File: src/rtl/score_ctl_if.sv
// Point-event / score-display bundle between the game logic and score_ctl.
// master = game logic side (drives pulses), slave = score controller.
interface score_ctl_if;
  logic        start;
  logic        point_me;
  logic        point_op;
  logic [13:0] my_score_ASCII_1;
  logic [13:0] my_score_ASCII_0;
  logic [13:0] op_score_ASCII_1;
  logic [13:0] op_score_ASCII_0;
  logic [6:0]  number_of_player;
  logic        game_over;
  logic        play_active;
  logic        score_screen;

  modport master (
    output start, point_me, point_op,
    input  my_score_ASCII_1, my_score_ASCII_0, op_score_ASCII_1, op_score_ASCII_0,
    input  number_of_player, game_over, play_active, score_screen
  );

  modport slave (
    input  start, point_me, point_op,
    output my_score_ASCII_1, my_score_ASCII_0, op_score_ASCII_1, op_score_ASCII_0,
    output number_of_player, game_over, play_active, score_screen
  );
endinterface

File: src/rtl/score_ctl.sv
// Game-score controller: per-player 2-digit BCD counters, IDLE/PLAY/OVER phase FSM,
// ASCII formatting for the score ROM. Optional macro SCORE_LEADING_BLANK_EN blanks a zero tens digit.

module score_bcd #(
  parameter int unsigned WIN_SCORE = 10
) (
  input  logic       clk,
  input  logic       rst_n,
  input  logic       clr,
  input  logic       inc,
  output logic [3:0] tens,
  output logic [3:0] units,
  output logic       at_win
);
  logic [3:0] tens_n, units_n;
  logic [6:0] bin_n;

  // Incremented value, saturating at 99; at_win compares it, the top gates it with inc.
  always_comb begin
    tens_n  = tens;
    units_n = units;
    if (!(tens == 4'd9 && units == 4'd9)) begin
      if (units == 4'd9) begin
        units_n = 4'd0;
        tens_n  = tens + 4'd1;
      end else begin
        units_n = units + 4'd1;
      end
    end
    bin_n  = 7'(tens_n) * 7'd10 + 7'(units_n);
    at_win = (bin_n == 7'(WIN_SCORE));
  end

  always_ff @(posedge clk) begin
    if (!rst_n || clr) begin
      tens  <= 4'd0;
      units <= 4'd0;
    end else if (inc) begin
      tens  <= tens_n;
      units <= units_n;
    end
  end
endmodule

module score_ctl #(
  parameter int unsigned WIN_SCORE   = 10,
  parameter int unsigned HOLD_CYCLES = 130000000,
  parameter int unsigned CNT_W       = 32
) (
  input  logic  clk,
  input  logic  rst_n,
  score_ctl_if.slave bus
);
  localparam int unsigned    NUM_PLY   = 2;
  localparam logic [6:0]     ASC_SPACE = 7'h20;
  localparam logic [CNT_W-1:0] HOLD_LAST = CNT_W'(HOLD_CYCLES - 1);

  typedef enum logic [1:0] {IDLE, PLAY, OVER} state_t;

  state_t state, state_n;
  logic                        clr;
  logic [NUM_PLY-1:0]          inc, at_win, hit;
  logic [NUM_PLY-1:0][3:0]     tens, units;
  logic [NUM_PLY-1:0][6:0]     asc_t, asc_u;
  logic [CNT_W-1:0]            hold_cnt;
  logic [6:0]                  winner, winner_n;
  logic                        game_over_q, play_active_q, score_screen_q;

  function automatic logic [6:0] tens_asc(input logic [3:0] d);
`ifdef SCORE_LEADING_BLANK_EN
    return (d == 4'd0) ? ASC_SPACE : 7'h30 + 7'(d);
`else
    return 7'h30 + 7'(d);
`endif
  endfunction

  // start outranks point pulses, so counters only see increments in PLAY without start.
  assign inc = (state == PLAY && !bus.start) ? {bus.point_op, bus.point_me} : '0;
  assign hit = inc & at_win;

  for (genvar p = 0; p < NUM_PLY; p++) begin : g_ply
    score_bcd #(.WIN_SCORE(WIN_SCORE)) u_bcd (
      .clk    (clk),
      .rst_n  (rst_n),
      .clr    (clr),
      .inc    (inc[p]),
      .tens   (tens[p]),
      .units  (units[p]),
      .at_win (at_win[p])
    );
  end

  always_comb begin
    state_n  = state;
    clr      = 1'b0;
    winner_n = winner;
    case (state)
      IDLE: if (bus.start) begin
        clr      = 1'b1;
        winner_n = ASC_SPACE;
        state_n  = PLAY;
      end
      PLAY: begin
        if (bus.start) begin
          clr      = 1'b1;
          winner_n = ASC_SPACE;
        end else if (hit[0]) begin
          winner_n = 7'h31;
          state_n  = OVER;
        end else if (hit[1]) begin
          winner_n = 7'h32;
          state_n  = OVER;
        end
      end
      OVER: begin
        if (bus.start) begin
          clr      = 1'b1;
          winner_n = ASC_SPACE;
          state_n  = PLAY;
        end else if (hold_cnt == HOLD_LAST) begin
          state_n  = IDLE;
        end
      end
      default: state_n = IDLE;
    endcase
  end

  always_ff @(posedge clk) begin
    if (!rst_n) begin
      state    <= IDLE;
      winner   <= ASC_SPACE;
      hold_cnt <= '0;
    end else begin
      state    <= state_n;
      winner   <= winner_n;
      hold_cnt <= (state == OVER && state_n == OVER) ? hold_cnt + 1'b1 : '0;
    end
  end

  // Display registers trail the counters and state by one cycle.
  always_ff @(posedge clk) begin
    if (!rst_n) begin
      for (int p = 0; p < NUM_PLY; p++) begin
        asc_t[p] <= tens_asc(4'd0);
        asc_u[p] <= 7'h30;
      end
      game_over_q    <= 1'b0;
      play_active_q  <= 1'b0;
      score_screen_q <= 1'b1;
    end else begin
      for (int p = 0; p < NUM_PLY; p++) begin
        asc_t[p] <= tens_asc(tens[p]);
        asc_u[p] <= 7'h30 + 7'(units[p]);
      end
      game_over_q    <= (state == OVER);
      play_active_q  <= (state == PLAY);
      score_screen_q <= (state != PLAY);
    end
  end

  assign bus.my_score_ASCII_1 = {7'b0, asc_t[0]};
  assign bus.my_score_ASCII_0 = {7'b0, asc_u[0]};
  assign bus.op_score_ASCII_1 = {7'b0, asc_t[1]};
  assign bus.op_score_ASCII_0 = {7'b0, asc_u[1]};
  assign bus.number_of_player = winner;
  assign bus.game_over        = game_over_q;
  assign bus.play_active      = play_active_q;
  assign bus.score_screen     = score_screen_q;
endmodule

File: src/flat_wrapper.sv
// flat-port wrapper written by rule: the top's interface ports become plain ports
module score_ctl_flat 
#(
  parameter int unsigned WIN_SCORE   = 10,
  parameter int unsigned HOLD_CYCLES = 130000000,
  parameter int unsigned CNT_W       = 32
)
  (clk, rst_n, bus_start, bus_point_me, bus_point_op, bus_my_score_ASCII_1, bus_my_score_ASCII_0, bus_op_score_ASCII_1, bus_op_score_ASCII_0, bus_number_of_player, bus_game_over, bus_play_active, bus_score_screen);
  score_ctl_if bus_i ();
  input  logic clk;
  input  logic rst_n;
  input wire logic [$bits(bus_i.start)-1:0] bus_start;
  input wire logic [$bits(bus_i.point_me)-1:0] bus_point_me;
  input wire logic [$bits(bus_i.point_op)-1:0] bus_point_op;
  output wire logic [$bits(bus_i.my_score_ASCII_1)-1:0] bus_my_score_ASCII_1;
  output wire logic [$bits(bus_i.my_score_ASCII_0)-1:0] bus_my_score_ASCII_0;
  output wire logic [$bits(bus_i.op_score_ASCII_1)-1:0] bus_op_score_ASCII_1;
  output wire logic [$bits(bus_i.op_score_ASCII_0)-1:0] bus_op_score_ASCII_0;
  output wire logic [$bits(bus_i.number_of_player)-1:0] bus_number_of_player;
  output wire logic [$bits(bus_i.game_over)-1:0] bus_game_over;
  output wire logic [$bits(bus_i.play_active)-1:0] bus_play_active;
  output wire logic [$bits(bus_i.score_screen)-1:0] bus_score_screen;
  assign bus_i.start = bus_start;
  assign bus_i.point_me = bus_point_me;
  assign bus_i.point_op = bus_point_op;
  assign bus_my_score_ASCII_1 = bus_i.my_score_ASCII_1;
  assign bus_my_score_ASCII_0 = bus_i.my_score_ASCII_0;
  assign bus_op_score_ASCII_1 = bus_i.op_score_ASCII_1;
  assign bus_op_score_ASCII_0 = bus_i.op_score_ASCII_0;
  assign bus_number_of_player = bus_i.number_of_player;
  assign bus_game_over = bus_i.game_over;
  assign bus_play_active = bus_i.play_active;
  assign bus_score_screen = bus_i.score_screen;
  score_ctl #(.WIN_SCORE(WIN_SCORE), .HOLD_CYCLES(HOLD_CYCLES), .CNT_W(CNT_W)) u_core (.clk(clk), .rst_n(rst_n), .bus(bus_i));
endmodule
File: config.mk
export PLATFORM = sky130hd
export DESIGN_NAME = score_ctl_flat
export DESIGN_NICKNAME = d
export VERILOG_FILES = /design/src/rtl/score_ctl_if.sv /design/src/rtl/score_ctl.sv /design/src/flat_wrapper.sv
export SDC_FILE = /design/constraint.sdc
export NUM_CORES = 1
export LEC_CHECK = 0
export BUFFER_PORTS_ARGS = -buffer_cell sky130_fd_sc_hd__buf_2
export CAP_MARGIN = 0
export CORE_AREA = 2 2 120 122
export CTS_CLUSTER_DIAMETER = 60
export CTS_CLUSTER_SIZE = 20
export DETAILED_ROUTE_END_ITERATION = 10
export DIE_AREA = 0 0 122 124
export SLEW_MARGIN = 15
export SYNTH_ARGS = -nofsm -noshare
export SYNTH_HDL_FRONTEND = slang
export SYNTH_SLANG_ARGS = --single-unit
File: constraint.sdc
create_clock -name clk -period 5.5 [get_ports clk]
set_clock_uncertainty 0.15 [all_clocks]
set_input_delay 0.55 -clock clk [delete_from_list [all_inputs] [get_ports clk]]
set_output_delay 0.55 -clock clk [all_outputs]
set_load 0.03 [all_outputs]
==> results.toml <==
[status]
status = "completed"

[routing]
drt-total-wl_um = 7260
ant_nets = 0
wl_per_cell_um = 11.3
drtIter0Drc = 51
remaining_drc_errors = 0
viasPerCell = 4.31
dr.pass1.iters = 5
dr_total_vias = 2779

[setup_path]
r2r-end = "u_core.hold_cnt[3]"
critPathCaptureType = "register"
criticalPathCategory = "reg -> reg"
arrival_ns = 4.58
critPathMaxStageDelay_ns = 0.54
crit_required_ns = 5.62
path_cells = "nor4bb_4, or2b_1, o21ai_0, ha_1, ha_1, fa_1, nand3_1, a211oi_1, nand2_1, o32ai_4, o31ai_4, buf_4, nor2_1"
worst-path-buf-inv = 1
r2r_slack_ns = 1.04
path_max_fanout = 32
ff2ff_path_depth = 13
crit_top_cell = "ha_1"
slowest_stage = "fa_1"
start_kind = "register"
r2r_start = "u_core.g_ply[1].u_bcd.units[0]"
cp_top_family = "compound AO/OA/AOI/OAI gates"

[global_route]
track_usage = 0.102
grt_pass1_vias = 2546
grt_antenna_before_repair = 0
grt_max_degree = 33
grt_first_pass_wirelength_um = 12200
grt_overflow_total = 0

[hold_path]
hold_depth = 2
whs_endpoint = "u_core.bus.number_of_player[4]"
hp-class = "reg -> reg"
min-delay-start = "u_core.bus.number_of_player[4]"

[clocking]
post_cts_hold_buffer_count = 0
clock_path_buffers = 2
clk_latency_ns = 0.34
cts_post_setup_buffers_inserted = 0
tritoncts = "yes"
clock-sinks = 72
cts.clk_slew.worst_paths_ns = 0.06
cts_buffers = 9
htreeDepth = 3
cts-root-buf = "clkbuf_16"
ctsResizeCount = 0

[timing]
whs_ns = 0.307
fin_setup_tns_ns = 0
relSlewSlack = 0.532
achievable-frequency_mhz = 224
setup_viol = 0
period_needed_ns = 4.46
slew_violations = 0
post-route-period-util = 0.811
rsz0062_at_grt = "no"
finalHoldViolCount = 0
worst_pin_slew_ns = 0.696

[placed_design]
port-buffer-count = 26
hpwl_um = 5300
place_inst = 629
globalplace.congestion = 0.786

[synthesis]
synth.avg_cell_area_um2 = 9.33
yosysWarnings = 0
synth_edf_count = 0
synthDistinctLibCells = 52
syn-instance-count = 437
ys_seq_area_frac = 0.353
postSynth.asyncResetShare = 0
synth_flop_cell = "dfxtp_1"
ys_ff_latch = 72
synth_area_mm2 = 0.00408

[final_layout]
num_antenna_cells = 0
final_cells = 645
mostFrequentLayoutCell = "dfxtp_1"
final_util = 0.328
area_delta_synth_final_pct = 10.5
fin_nets = 486
nFillCells = 1413
drive_gt1_frac = 0.185
seq_area_mm2 = 0.00144
layout_common_cells = "72 x dfxtp_1, 44 x conb_1, 35 x nor2_1, 30 x nor2_2, 29 x nand2_1"
multi_input_area_mm2 = 0.00231

[pwr]
power_frac_seq = 0.430
clock_power_share = 0.519
ir_drop_uv = 137
switching_share = 0.231
cellPowerDensity_mw_per_mm2 = 272
p_total_mw = 1.23
power.leakage_nw = 1.79
p_sw_uw = 283
combPwrFrac = 0.051
p_int_uw = 943

[floorplan]
die_x_um = 122
floorplan.rows = 43
io_pins = 71
core_area_mm2 = 0.0137
die_h_um = 124
start_util = 0.297
die_area_mm2 = 0.0151

[job]
maxCapViolCount = 0
==> power groups by stage <==
| stage | clock (mW) | sequential [mW] | combinational [mW] |
|---|---|---|---|
| floorplan | 0 | 0.539 | 0.0779 |
| global placement | 0 | 0.538 | 0.0617 |
| detailed placement | 0 | 0.538 | 0.0621 |
| CTS | 0.658 | 0.527 | 0.0622 |
| global route | 0.676 | 0.527 | 0.0670 |
| finish | 0.636 | 0.527 | 0.0627 |
==> worst max-delay path by stage <==
stage / slack [ns] / start / to / depth (start not counted)
after floorplan: 1.69 / u_core.g_ply[1].u_bcd.tens[1] / u_core.bus.number_of_player[0] / 14
after global placement: 1.11 / u_core.g_ply[1].u_bcd.units[0] / u_core.hold_cnt[19] / 13
after detailed placement: 1.06 / u_core.g_ply[1].u_bcd.units[0] / u_core.hold_cnt[6] / 13
after CTS: 1.00 / u_core.g_ply[1].u_bcd.units[0] / u_core.hold_cnt[6] / 13
after global routing: 0.65 / u_core.g_ply[1].u_bcd.units[0] / u_core.hold_cnt[3] / 13
final: 1.04 / u_core.g_ply[1].u_bcd.units[0] / u_core.hold_cnt[3] / 13
==> metal layers <==
metal  global-route usage  wire (um)  part of all wire
met1                0.130       3470              0.48
met2                0.158       3300              0.46
met3               0.0394        389             0.054
met4               0.0388         89             0.012
met5                    0          0                 0
==> logic make-up after synthesis <==
group                    synth area share
AO/OA/AOI/OAI                      0.0712
flip-flops                          0.353
XOR/XNOR                            0.114
buffers and inverters               0.118
adder cells (fa/ha/maj)            0.0718
other                             0.00184
multiplexers                       0.0181
AND/OR/NAND/NOR                     0.252
==> synthesized netlist by cell type (10+ instances only) <==
cell type	n	share of area
nand4_1	10	0.015
ha_1	17	0.052
nand3_1	18	0.022
buf_4	45	0.083
dfxtp_1	72	0.35
nor2_2	30	0.046
nand2_1	29	0.027
and2_1	19	0.029
xnor2_1	25	0.054
inv_1	11	0.010
nor2_1	35	0.032
xor2_1	23	0.049
==> registers in the layout, summed over array words and instances (netlist names) <==
register                     flops
u_core.state                     2
u_core.bus.op_score_ASCII_1      4
u_core.g_ply.u_bcd.units         8
u_core.bus.number_of_player      3
u_core.bus.my_score_ASCII_0      4
u_core.g_ply.u_bcd.tens          8
u_core.bus.score_screen          1
u_core.hold_cnt                 32
u_core.bus.op_score_ASCII_0      4
u_core.bus.play_active           1
u_core.bus.game_over             1
u_core.bus.my_score_ASCII_1      4
==> through the flow <==
step | setup slack [ns] | instance area (um2)
after global routing | 0.649 | 4510
after detailed placement | 1.06 | 4180
after CTS | 1.00 | 4510
after floorplan | 1.69 | 4240
final | 1.04 | 4510
after global placement | 1.11 | 4180
==> tightest hold or removal path, delay by kind of cell, from the launching register on <==
kind             cells  cell delay [ns]
AO/OA/AOI/OAI        1             0.05
AND/OR/NAND/NOR      1             0.05
flip-flops           1             0.31
==> area by class of cell <==
type                    count  area share
multi-input cells         337       0.514
flip-flops and latches     72       0.320
clock inverters             6      0.0203
inverters                  11     0.00916
repair buffers             29      0.0339
well taps                 180      0.0500
clock buffers              10      0.0530
Note: power is estimated with default switching activity, not from simulation.
